<file path="config.mk">
export PLATFORM = sky130hd
export DESIGN_NAME = seq_detect_ctrl
export DESIGN_NICKNAME = d
export VERILOG_FILES = /design/src/rtl/seq_detect_ctrl.sv
export SDC_FILE = /design/constraint.sdc
export NUM_CORES = 1
export LEC_CHECK = 0
export ABC_CLOCK_PERIOD_IN_PS = 6700
export CAP_MARGIN = 20
export CORE_MARGIN = 3
export CORE_UTILIZATION = 30
export DETAILED_ROUTE_END_ITERATION = 8
export SYNTH_ARGS = -nofsm -noshare
export SYNTH_HDL_FRONTEND = slang
export SYNTH_SLANG_ARGS = --single-unit
</file>
<file path="constraint.sdc">
create_clock -name clk -period 6.7 [get_ports clk]
set_input_delay 0.67 -clock clk [delete_from_list [all_inputs] [get_ports clk]]
set_output_delay 0.67 -clock clk [all_outputs]
set_load 0.02 [all_outputs]
</file>
<file path="src/rtl/seq_detect_ctrl.sv">
// Word-fed programmable serial pattern detector: words are serialized MSB-first
// into a bit history, matched against a runtime pattern, counted, and raise a threshold irq.
module seq_detect_ctrl #(
  parameter int WORD_W  = 8,
  parameter int PAT_MAX = 8,
  parameter int CNT_W   = 8
) (
  input  logic               clk,
  input  logic               reset,
  input  logic               enable,
  input  logic               cfg_we,
  input  logic [PAT_MAX-1:0] cfg_pattern,
  input  logic [3:0]         cfg_len,
  input  logic [CNT_W-1:0]   cfg_thresh,
  input  logic               clr_count,
  input  logic               in_valid,
  input  logic [WORD_W-1:0]  in_data,
  output logic               in_ready,
  output logic               busy,
  output logic               detected,
  output logic [CNT_W-1:0]   match_count,
  output logic               irq
);

  localparam int BC_W   = (WORD_W > 1) ? $clog2(WORD_W) : 1;
  localparam int FILL_W = $clog2(PAT_MAX + 1);

  typedef enum logic {IDLE, SHIFT} state_t;

  state_t             state, state_next;
  logic [BC_W-1:0]    bitcnt, bitcnt_next;
  logic [WORD_W-1:0]  word_q, word_next;
  logic [PAT_MAX-1:0] hist, hist_next;
  logic [PAT_MAX-1:0] pattern, len_mask;
  logic [FILL_W-1:0]  fill, fill_next;
  logic [FILL_W-1:0]  len, len_clamped;
  logic [CNT_W-1:0]   thresh, count_next;
  logic               handshake, last_bit, cur_bit, cfg_load, match;

  assign busy      = (state == SHIFT);
  assign last_bit  = (bitcnt == BC_W'(WORD_W - 1));
  // Ready is gated by reset so nothing is offered while the block is held in reset.
  assign in_ready  = reset & enable & ((state == IDLE) | ((state == SHIFT) & last_bit));
  assign handshake = in_valid & in_ready;
  assign cfg_load  = cfg_we & ~busy;
  assign cur_bit   = word_q[BC_W'(WORD_W - 1) - bitcnt];

  always_comb begin
    len_clamped = FILL_W'(cfg_len);
    if (cfg_len == 4'd0)
      len_clamped = FILL_W'(1);
    else if (int'(cfg_len) > PAT_MAX)
      len_clamped = FILL_W'(PAT_MAX);
  end

  always_comb begin
    len_mask = '0;
    for (int i = 0; i < PAT_MAX; i++)
      len_mask[i] = (i < int'(len));
  end

  // Next-state logic; a cfg load only happens in IDLE so its history clear never races a shift.
  always_comb begin
    state_next  = state;
    bitcnt_next = bitcnt;
    word_next   = word_q;
    hist_next   = hist;
    fill_next   = fill;
    match       = 1'b0;
    case (state)
      IDLE: begin
        if (handshake) begin
          state_next  = SHIFT;
          bitcnt_next = '0;
          word_next   = in_data;
        end
      end
      SHIFT: begin
        hist_next = {hist[PAT_MAX-2:0], cur_bit};
        if (fill != FILL_W'(PAT_MAX))
          fill_next = fill + FILL_W'(1);
        match = (fill_next >= len) && (((hist_next ^ pattern) & len_mask) == '0);
        if (last_bit) begin
          if (handshake) begin
            bitcnt_next = '0;
            word_next   = in_data;
          end else begin
            state_next = IDLE;
          end
        end else begin
          bitcnt_next = bitcnt + BC_W'(1);
        end
      end
      default: state_next = IDLE;
    endcase
    if (cfg_load) begin
      hist_next = '0;
      fill_next = '0;
    end
  end

  always_comb begin
    count_next = match_count;
    if (match && (match_count != '1))
      count_next = match_count + CNT_W'(1);
  end

  always_ff @(posedge clk or negedge reset) begin
    if (!reset) begin
      state  <= IDLE;
      bitcnt <= '0;
      word_q <= '0;
      hist   <= '0;
      fill   <= '0;
    end else begin
      state  <= state_next;
      bitcnt <= bitcnt_next;
      word_q <= word_next;
      hist   <= hist_next;
      fill   <= fill_next;
    end
  end

  always_ff @(posedge clk or negedge reset) begin
    if (!reset) begin
      pattern <= '0;
      len     <= FILL_W'(1);
      thresh  <= '0;
    end else if (cfg_load) begin
      pattern <= cfg_pattern;
      len     <= len_clamped;
      thresh  <= cfg_thresh;
    end
  end

  // Count and irq move with the detected pulse; clr_count wins and drops that cycle's match.
  always_ff @(posedge clk or negedge reset) begin
    if (!reset) begin
      detected    <= 1'b0;
      match_count <= '0;
      irq         <= 1'b0;
    end else begin
      detected <= match;
      if (clr_count) begin
        match_count <= '0;
        irq         <= 1'b0;
      end else begin
        match_count <= count_next;
        if ((thresh != '0) && (count_next >= thresh))
          irq <= 1'b1;
      end
    end
  end

endmodule

</file>
==> impl_results.md, run 1 <==
* Status: finished, final reports clean
* DR vias/cell at 4.858
* FF-to-FF path depth at 17
* Mapped Cells at 289
* # rows at 34
* H-tree depth at 2
* Mapped cell area at 0.002829 mm2
* Yosys warning total at 0
* Clock tree root driver cell: clkbuf_8
* Endpoints failing hold at 0
* Detailed placement HPWL at 4693 um
* Remaining global-route overflow at 0
* CP Data Arrival Time at 3840 ps
* Die Y at 103.1 um
* Hold-fix buffers, CTS at 0
* Initial DRC count at 165
* Drt first pass iters at 4
* Max clock buf depth at 2
* WP data required at 6890 ps
* PwrDens at 392.1 mW/mm2
* Min cycle time layout at 3646 ps
* Setup TNS at 0 ps
* Syn_area_per_cell at 9.789 um2
* Cts repair resizes at 0
* Syn nets at 340
* Clock transition at path regs at 110 ps
* VDD IR max at 0.1669 mV
* CP Launch Type: register
* Synth cell types at 40
* Flops & latches, synth at 53
* Starting Density at 31.67%
* Setup Skew at 3.779 ps
* Leakage at 1.548 nW
* Drt total wl at 6359 um
* Fin nets at 385
* Number of global-route vias before repair at 2177
* Placed Cells at 434
* Antenna violations before repair at 0
* N_diodes at 0
* CTS tree: yes
* Number of synthesized flops with an enable pin at 0
* Least-Margin Pin Slew at 706.8 ps
* Sequential fraction of the synthesis area at 46.93%
* Cell Count, Final, Fillers Out at 443
* Async S/R FF share, synth at 100.0%
* Fmax at 0.2743 GHz
* Layout cell share with drive strength beyond 1 at 8.060%
* RSZ-0062 raised after global routing: false
* Via count at 2152
* Post-route antenna net violation count at 0
* CP max stage cell: dfrtp_1
* First-pass GRT wire length at 10510 um
* Die Wd at 103.1 um
* Post-synth top flop: dfrtp_1
* PortBufs at 45
* Total of max-cap violations at 0
* Slew Viols, Final at 0
* Critical Path Sink Type: register
* Gr usage total at 12.56%
* Num CTS Buffers at 5
* Worst-skew pair later-pin latency at 310 ps
* CP Max Fanout at 7
* HP Class: primary input to async pin
* Postcts setup bufs at 0
* Die area at 0.01063 mm2
* Fin crit share at 54.42%
* Largest net degree at the start of global routing at 55
* Crit path kind: register to register
* # clock sinks at 53
* CP most frequent cell: ha_1
* Largest stage delay on the critical path at 420 ps
* Core area at 0.008934 mm2
* Cell Chain, Critical Path: inv_1 -> ha_1 -> nand2_1 -> nor2_1 -> xnor2_1 -> ha_1 -> nand2b_1 -> a2111oi_0 -> nor3_1 -> nand4_4 -> mux2_2 -> ha_1 -> a21o_1 -> a21oi_1 -> nor2b_1 -> o2111ai_1 -> a2111oi_0
* Top Ports at 46
* Area Overhead vs Synth at 23.62%
* Detailed-route DRC error count at 0
* Max transition margin at 52.88%
* Drt wl/cell at 14.35 um
* GPL Wtd Cong at 0.8465
* Final number of setup-violating endpoints at 0
## routing by layer
layer	global-route usage, %	vias up	wire length (um)
li1	-	1083	-
met1	17.93	1023	3030
met2	19.93	42	2994
met3	2.571	4	289
met4	2.390	0	44
met5	0	-	0
## worst max-delay path: cells and delay by family (launching register included)
kind            cells  cell delay [ps]
mux                 1              370
flops               1              420
compound gates      5             1010
simple gates        6              770
xor+xnor            1              160
buf+inv             1              100
fa+ha+maj           3              710
## cell type report
type / instances / area, um2
Fill cell: 891 / 5436
Multi-Input combinational cell: 210 / 1405
Sequential cell: 53 / 1328
Timing Repair Buffer: 48 / 475.5
Tap cell: 108 / 135.1
Clock buffer: 5 / 68.82
Inverter: 16 / 60.06
Clock inverter: 3 / 25.02
## synthesized netlist by cell type, drive strengths merged, types with 2 or more instances
cell     number  area, um2
nor3          6      35.03
a21oi         5      25.02
mux2i         3      42.54
a31oi         5      31.28
mux4          2      52.55
o21ai        27      135.1
a21o          2      15.01
dfrtp        52       1301
a311oi        2      17.52
nand3b        2      15.01
nor4          3      18.77
nor2b         7      43.79
xor2          3      26.28
and3          3      18.77
nand3         7      35.03
and2          2      12.51
nand2        53      198.9
a2111oi       3      26.28
ha           17      212.7
nand2b       14      87.58
mux2         12      138.9
nor2         13      48.80
or3           2      12.51
nand4         2      27.53
inv          16      60.06
xnor2         9      78.83
clkbuf        9      33.78
## flip-flops by register name (all words and copies together) (netlist names)
| signal | count |
|---|---|
| bitcnt | 3 |
| pattern | 8 |
| fill | 4 |
| match_count | 8 |
| word_q | 8 |
| busy | 1 |
| detected | 1 |
| len | 4 |
| thresh | 8 |
| hist | 7 |
| irq | 1 |
## worst paths after layout
| check | from | to | slack (ps) |
|---|---|---|---|
| setup / recovery | fill[0] | irq | 3050 |
| hold / removal | reset | thresh[7] | 480 |
| setup reg to reg | fill[0] | irq | 3050 |
| hold reg to reg | word_q[7] | word_q[7] | 510 |
| max in group asynchronous | reset | fill[3] | 5750 |
| min in group clk | word_q[7] | word_q[7] | 510 |
## kinds of logic after synthesis
kind of cell               synth area share, %
AOI/OAI and AO/OA                        10.48
xor gates and xnor gates                 3.715
adders and majority gates                7.519
muxes                                    8.271
DFF                                      46.93
buffers and inverters                    3.494
and+or+nand+nor                          19.59
## per-stage QoR
step / util [%] / worst slack (ps) / hold WS [ps] / total power, mW / instance area (um2)
3_3_place_gp: 37.93 / 3180 / 483.4 / 1.159 / 3388
3_5_place_dp: 37.93 / 3082 / 483.5 / 1.185 / 3388
4_1_cts: 38.98 / 3018 / 513.7 / 1.383 / 3482
2_1_floorplan: - / 3362 / 374.4 / 0.9995 / 2829
6_report: 39.15 / 3054 / 480.6 / 1.371 / 3497
5_1_grt: 39.15 / 2702 / 530.3 / 1.497 / 3497
## layout by cell type, fill, tap and decap left out, types with 3 or more instances in the layout
master and count:
a2111oi_0 3, a21oi_1 5, a31oi_1 5, and3_1 3, clkbuf_8 5, clkdlybuf4s50_1 44, dfrtp_1 52, ha_1 17
inv_1 16, mux2_2 9, nand2_1 53, nand2b_1 14, nand3_1 7, nor2_1 13, nor2b_1 6, nor3_1 5
nor4_1 3, o21ai_0 27, xnor2_1 9, xor2_1 3
## where the power goes
part,internal (mW),switching [mW],leakage (nW)
Sequential,0.451,0.106,0.674
Clock,0.0765,0.116,0.0452
Combinational,0.295,0.327,0.828
(Power assumes the default switching activity.)
==> run 2, diff against run 1 <==
- ABC_CLOCK_PERIOD_IN_PS: 6700 -> 3740
- clock period: 6.7 -> 3.74 ns (I/O delays scaled with it)
==> impl_results.md, run 2 (same netlist as run 1, synthesis figures left out) <==
* CTS tree: yes (unchanged)
* Crit path kind: register to register (unchanged)
* Detailed-route DRC error count at 0 (unchanged)
* Clock transition at path regs at 100 ps (was 110 ps)
* Cell Count, Final, Fillers Out at 444 (was 443)
* DR vias/cell at 4.815 (was 4.858)
* Die area at 0.01063 mm2 (unchanged)
* Remaining global-route overflow at 0 (unchanged)
* Design area at 0.003567 mm2 (was 0.003497 mm2)
* # rows at 34 (unchanged)
* Commonest non-fill, non-tap cells in the layout: 53 x nand2_1, 52 x dfrtp_1, 44 x clkdlybuf4s50_1, 27 x o21ai_0, 17 x ha_1 (unchanged)
* Total of max-cap violations at 0 (unchanged)
* VDD IR max at 0.2602 mV (was 0.1669 mV)
* Top Ports at 46 (unchanged)
* CP Launch Point: fill[0] (unchanged)
* H-tree depth at 2 (unchanged)
* Max transition margin at 39.55% (was 52.88%)
* First-pass GRT wire length at 10630 um (was 10510 um)
* RR Startpoint: fill[0] (unchanged)
* Die Y at 103.1 um (unchanged)
* Min cycle time layout at 3551 ps (was 3646 ps)
* Largest stage delay on the critical path at 400 ps (was 420 ps)
* Fin nets at 386 (was 385)
* Drt wl/cell at 14.34 um (was 14.35 um)
* Critical path's top delay family: compound AO/OA/AOI/OAI gates (unchanged)
* Cell Chain, Critical Path: inv_1 -> ha_1 -> nand2_1 -> nor2_1 -> xnor2_1 -> ha_1 -> nand2b_1 -> a2111oi_4 -> nor3_2 -> nand4_4 -> mux2_2 -> ha_1 -> a21o_1 -> a21oi_1 -> nor2b_1 -> o2111ai_1 -> a2111oi_2 (was inv_1 -> ha_1 -> nand2_1 -> nor2_1 -> xnor2_1 -> ha_1 -> nand2b_1 -> a2111oi_0 -> nor3_1 -> nand4_4 -> mux2_2 -> ha_1 -> a21o_1 -> a21oi_1 -> nor2b_1 -> o2111ai_1 -> a2111oi_0)
* CP most frequent cell: ha_1 (unchanged)
* # fillers at 891 (unchanged)
* WP depth at 17 (unchanged)
* Layout cell share with drive strength beyond 1 at 9.821% (was 8.060%)
* Area Overhead vs Synth at 26.09% (was 23.62%)
* Drt total wl at 6369 um (was 6359 um)
* Commonest non-fill, non-tap cell in the layout: nand2_1 (unchanged)
* CP max stage cell: dfrtp_1 (unchanged)
* Status: finished, final reports clean (unchanged)
* Clock tree root driver cell: clkbuf_8 (unchanged)
* # clock sinks at 53 (unchanged)
* WP data required at 3940 ps (was 6890 ps)
* Via count at 2138 (was 2152)
* Slew Viols, Final at 0 (unchanged)
* Least-Margin Pin Slew at 902.6 ps (was 706.8 ps)
* Placed Cells at 435 (was 434)
* PortBufs at 45 (unchanged)
* N_diodes at 0 (unchanged)
* Drt first pass iters at 4 (unchanged)
* Die Wd at 103.1 um (unchanged)
* Number of global-route vias before repair at 2170 (was 2177)
* Setup Skew at 8.052 ps (was 3.779 ps)
* Critical Path Sink: irq (unchanged)
* Post-route antenna net violation count at 0 (unchanged)
* Fin crit share at 94.95% (was 54.42%)
* CP Max Fanout at 7 (unchanged)
* Endpoints failing hold at 0 (unchanged)
* Core area at 0.008934 mm2 (unchanged)
* Setup TNS at 0 ps (unchanged)
* Hold-fix buffers, CTS at 0 (unchanged)
* Num CTS Buffers at 5 (unchanged)
* Leakage at 1.573 nW (was 1.548 nW)
* Max clock buf depth at 2 (unchanged)
* Worst r2r dst: irq (unchanged)
* Gr usage total at 12.85% (was 12.56%)
* Worst-skew pair later-pin latency at 310 ps (about the same)
* CP Launch Type: register (unchanged)
* CP Data Arrival Time at 3760 ps (was 3840 ps)
* Buf/Inv on CP at 1 (unchanged)
* GPL Wtd Cong at 0.8426 (was 0.8465)
* Detailed placement HPWL at 4763 um (was 4693 um)
* Reg2reg setup slack at 190 ps (was 3050 ps)
* PwrDens at 728.2 mW/mm2 (was 392.1 mW/mm2)
* Critical Path Sink Type: register (unchanged)
* Final number of setup-violating endpoints at 0 (unchanged)
* Initial DRC count at 116 (was 165)
* Starting Density at 31.67% (unchanged)
* Largest net degree at the start of global routing at 54 (was 55)
* Fmax at 0.2816 GHz (was 0.2743 GHz)
* Antenna violations before repair at 0 (unchanged)
* Area after DPL at 0.003396 mm2 (was 0.003388 mm2)
* FF-to-FF path depth at 17 (unchanged)
* HP Class: primary input to async pin (unchanged)
run 2: cell types whose count changed in the layout (fill, tap and decap cells not counted), moves of 2 or more:
cell | before | now
buf_4 | 2 | 4
inv_6 | 2 | 0
a2111oi_2 | 0 | 2
a2111oi_0 | 3 | 0
run 2: layout make-up:
class	count	area, um2	area share [%]
clock inverter	1	30.03	0.8418
clock buffer	7	86.33	2.420
tap	108	135.1	3.788
sequential	53	1328	37.21
timing repair buffer	49	475.5	13.33
inverter	16	60.06	1.684
multi-input combinational	210	1453	40.72
run 2: worst min path at each step:
| stage | cells past startpoint | startpoint | to | slack, ps |
|---|---|---|---|---|
| 2_1_floorplan | 0 | reset | bitcnt[0] | 80 |
| 3_3_place_gp | 2 | pattern[0] | pattern[0] | 480 |
| 3_5_place_dp | 2 | pattern[0] | pattern[0] | 490 |
| 4_1_cts | 2 | reset | len[1] | 320 |
| 5_1_grt | 2 | reset | thresh[6] | 330 |
| 6_report | 2 | reset | thresh[6] | 270 |
run 2: where the power goes:
part	internal [mW]	leakage, nW	switching, mW
sequential	0.809	0.674	0.195
combinational	0.575	0.840	0.610
clock	0.219	0.0585	0.191
run 2: metrics by stage:
stage	power, mW	setup slack, ps	util (%)	hold slack, ps
5_1_grt	2.836	-60.67	39.93	326.5
3_5_place_dp	2.119	86.19	38.01	485.9
4_1_cts	2.541	48.25	39.31	315.8
6_report	2.598	189.0	39.93	274.8
3_3_place_gp	2.082	216.6	38.01	482.0
2_1_floorplan	1.791	402.4	-	78.41
run 2: worst register-to-register path, delay by kind of cell, from the launching register on:
| family | cells | cell delay [ps] |
|---|---|---|
| flops | 1 | 400 |
| compound gates | 5 | 950 |
| simple gates | 6 | 660 |
| buf+inv | 1 | 90 |
| fa+ha+maj | 3 | 750 |
| mux | 1 | 370 |
| xor+xnor | 1 | 230 |
run 2: repair_timing:
action / in CTS / in global routing
setup endpoints to repair: 0 / 1
gates resized for setup: 0 / 11
endpoints found under the hold margin: 0 / 0
setup buffers: 0 / 1
run 2: per-layer routing:
| layer | vias up | wire length, um | global-route usage [%] |
|---|---|---|---|
| met4 | 0 | 89 | 3.586 |
| li1 | 1081 | - | - |
| met5 | - | 0 | 0 |
| met1 | 1013 | 3050 | 17.91 |
| met3 | 6 | 265 | 2.639 |
| met2 | 38 | 2963 | 20.28 |
==> run 3, diff against run 2 <==
- CTS_BUF_LIST: unset -> sky130_fd_sc_hd__clkbuf_8 sky130_fd_sc_hd__clkbuf_16
==> impl_results.md, run 3 (same netlist as run 1, synthesis figures left out) <==
* Status: finished, final reports clean (unchanged)
* Initial DRC count at 92 (was 116)
* WP data required at 3950 ps (was 3940 ps)
* PwrDens at 727.5 mW/mm2 (was 728.2 mW/mm2)
* Die area at 0.01063 mm2 (unchanged)
* Commonest non-fill, non-tap cell in the layout: nand2_1 (unchanged)
* Max clock buf depth at 2 (unchanged)
* Antenna violations before repair at 0 (unchanged)
* Clock tree root driver cell: clkbuf_8 (unchanged)
* Detailed placement HPWL at 4763 um (unchanged)
* Utilization after layout at 40.08% (was 39.93%)
* Design area at 0.003581 mm2 (was 0.003567 mm2)
* Sequential Power Share at 38.5% (was 38.6%)
* Switching power at 995.5 uW (about the same)
* Cell Chain, Critical Path: inv_1 -> ha_1 -> nand2_1 -> nor2_1 -> xnor2_1 -> ha_1 -> nand2b_1 -> a2111oi_4 -> nor3_2 -> nand4_4 -> mux2_2 -> ha_1 -> a21o_1 -> a21oi_1 -> nor2b_1 -> o2111ai_1 -> a2111oi_2 (unchanged)
* PortBufs at 45 (unchanged)
* Min Hold Slack at 263.7 ps (was 274.8 ps)
* Sw frac at 38.21% (was 38.32%)
* Core area at 0.008934 mm2 (unchanged)
* Fin crit share at 95.24% (was 94.95%)
* Number of global-route vias before repair at 2170 (unchanged)
* CP most frequent cell: ha_1 (unchanged)
* Internal at 1.610 mW (was 1.602 mW)
* Total of max-cap violations at 0 (unchanged)
* Clock transition at path regs at 100 ps (about the same)
* Least-Margin Pin Slew at 906.7 ps (was 902.6 ps)
* Drt total wl at 6353 um (was 6369 um)
* Drt first pass iters at 4 (unchanged)
* Die Wd at 103.1 um (unchanged)
* VDD IR max at 0.2591 mV (was 0.2602 mV)
* Hold-fix buffers, CTS at 0 (unchanged)
* Setup TNS at 0 ps (unchanged)
* CP Max Fanout at 7 (unchanged)
* CTS tree: yes (unchanged)
* DR vias/cell at 4.856 (was 4.815)
* Largest stage delay on the critical path at 400 ps (about the same)
* GPL Wtd Cong at 0.8426 (unchanged)
* Gr usage total at 12.85% (unchanged)
* N_diodes at 0 (unchanged)
* Fmax at 0.2807 GHz (was 0.2816 GHz)
* Setup Skew at 6.622 ps (was 8.052 ps)
* Clock power frac at 15.6% (was 15.8%)
* Logic gate share of total power at 46.0% (was 45.6%)
* Top Ports at 46 (unchanged)
* Commonest non-fill, non-tap cells in the layout: 53 x nand2_1, 52 x dfrtp_1, 44 x clkdlybuf4s50_1, 27 x o21ai_0 (was 53 x nand2_1, 52 x dfrtp_1, 44 x clkdlybuf4s50_1, 27 x o21ai_0, 17 x ha_1)
* Detailed-route DRC error count at 0 (unchanged)
* Remaining global-route overflow at 0 (unchanged)
* Worst-skew pair later-pin latency at 310 ps (about the same)
* Starting Density at 31.67% (unchanged)
* CP Data Arrival Time at 3770 ps (was 3760 ps)
* Fin nets at 386 (unchanged)
* Area after DPL at 0.003396 mm2 (unchanged)
* CP Launch Type: register (unchanged)
* CP max stage cell: dfrtp_1 (unchanged)
* Min cycle time layout at 3562 ps (was 3551 ps)
* Area Overhead vs Synth at 26.58% (was 26.09%)
* Post-route antenna net violation count at 0 (unchanged)
* Slew Viols, Final at 0 (unchanged)
* # clock sinks at 53 (unchanged)
* Max transition margin at 39.28% (was 39.55%)
* Via count at 2156 (was 2138)
* Critical Path Sink Type: register (unchanged)
* Largest net degree at the start of global routing at 54 (unchanged)
* H-tree depth at 2 (unchanged)
* # fillers at 890 (was 891)
* Leakage at 1.594 nW (was 1.573 nW)
* Layout cell share with drive strength beyond 1 at 9.821% (unchanged)
* Drt wl/cell at 14.31 um (was 14.34 um)
* HP Class: primary input to async pin (unchanged)
* Endpoints failing hold at 0 (unchanged)
* # rows at 34 (unchanged)
* Crit path kind: register to register (unchanged)
* Num CTS Buffers at 5 (unchanged)
* Final number of setup-violating endpoints at 0 (unchanged)
* First-pass GRT wire length at 10630 um (unchanged)
* Die Y at 103.1 um (unchanged)
-- run 3: changes by cell type in the layout (fill, tap and decap cells not counted) --
| cell | delta |
|---|---|
| a21boi_2 | -1 |
| a21boi_4 | +1 |
| clkbuf_1 | -1 |
| inv_1 | +1 |
| nor3_2 | -1 |
| nor3_4 | +1 |
-- run 3: power groups by stage --
stage	combinational [mW]	sequential (mW)	clock [mW]
finish	1.20	1.00	0.406
global route	1.36	1.04	0.445
CTS	1.12	1.00	0.420
floorplan	0.808	0.983	0
detailed placement	1.11	1.01	0
global placement	1.08	1.00	0
-- run 3: path summary, 6_finish.rpt --
check,from,depth (start not counted),end,slack (ps)
max,fill[0],17,irq,180
min,reset,2,thresh[6],260
max reg2reg,fill[0],17,irq,180
min reg2reg,word_q[4],1,word_q[4],510
max in group asynchronous,reset,2,match_count[5],3000
min in group clk,word_q[4],1,word_q[4],510
-- run 3: final cells by class --
cell class                      count  area [um2]  area share (%)
Multi-Input combinational cell    210        1466           40.95
Sequential cell                    53        1328           37.07
Timing Repair Buffer               49       475.5           13.28
Tap cell                          108       135.1           3.774
Clock buffer                        6       82.58           2.306
Inverter                           16       60.06           1.677
Clock inverter                      2       33.78          0.9434
-- run 3: routing by layer --
layer  up-vias  track usage [%]  part of all wire, %
li1       1083                -                    -
met2        38            20.28                   46
met5         -                0                    0
met3         6            2.639                  4.0
met1      1029            17.91                   48
met4         0            3.586                  1.4
-- run 3: repair_timing --
item | in CTS | in global routing
setup buffers | 0 | 1
endpoints found under the setup margin | 0 | 1
gates resized for setup | 0 | 13
-- run 3: worst max-delay path: cells and delay by family (launching register included) --
family	cells	cell delay (ps)
adder cells (fa/ha/maj)	3	750
flip-flops	1	400
buffers and inverters	1	90
multiplexers	1	380
XOR/XNOR	1	220
AND/OR/NAND/NOR	6	670
AO/OA/AOI/OAI	5	950
-- run 3: metrics by stage --
step                cells  power [mW]  setup WS [ps]
global placement      435       2.082          216.6
finish                444       2.605          177.9
global route          444       2.847         -69.52
CTS                   443       2.538          48.88
floorplan             289       1.791          402.4
detailed placement    435       2.119          86.19
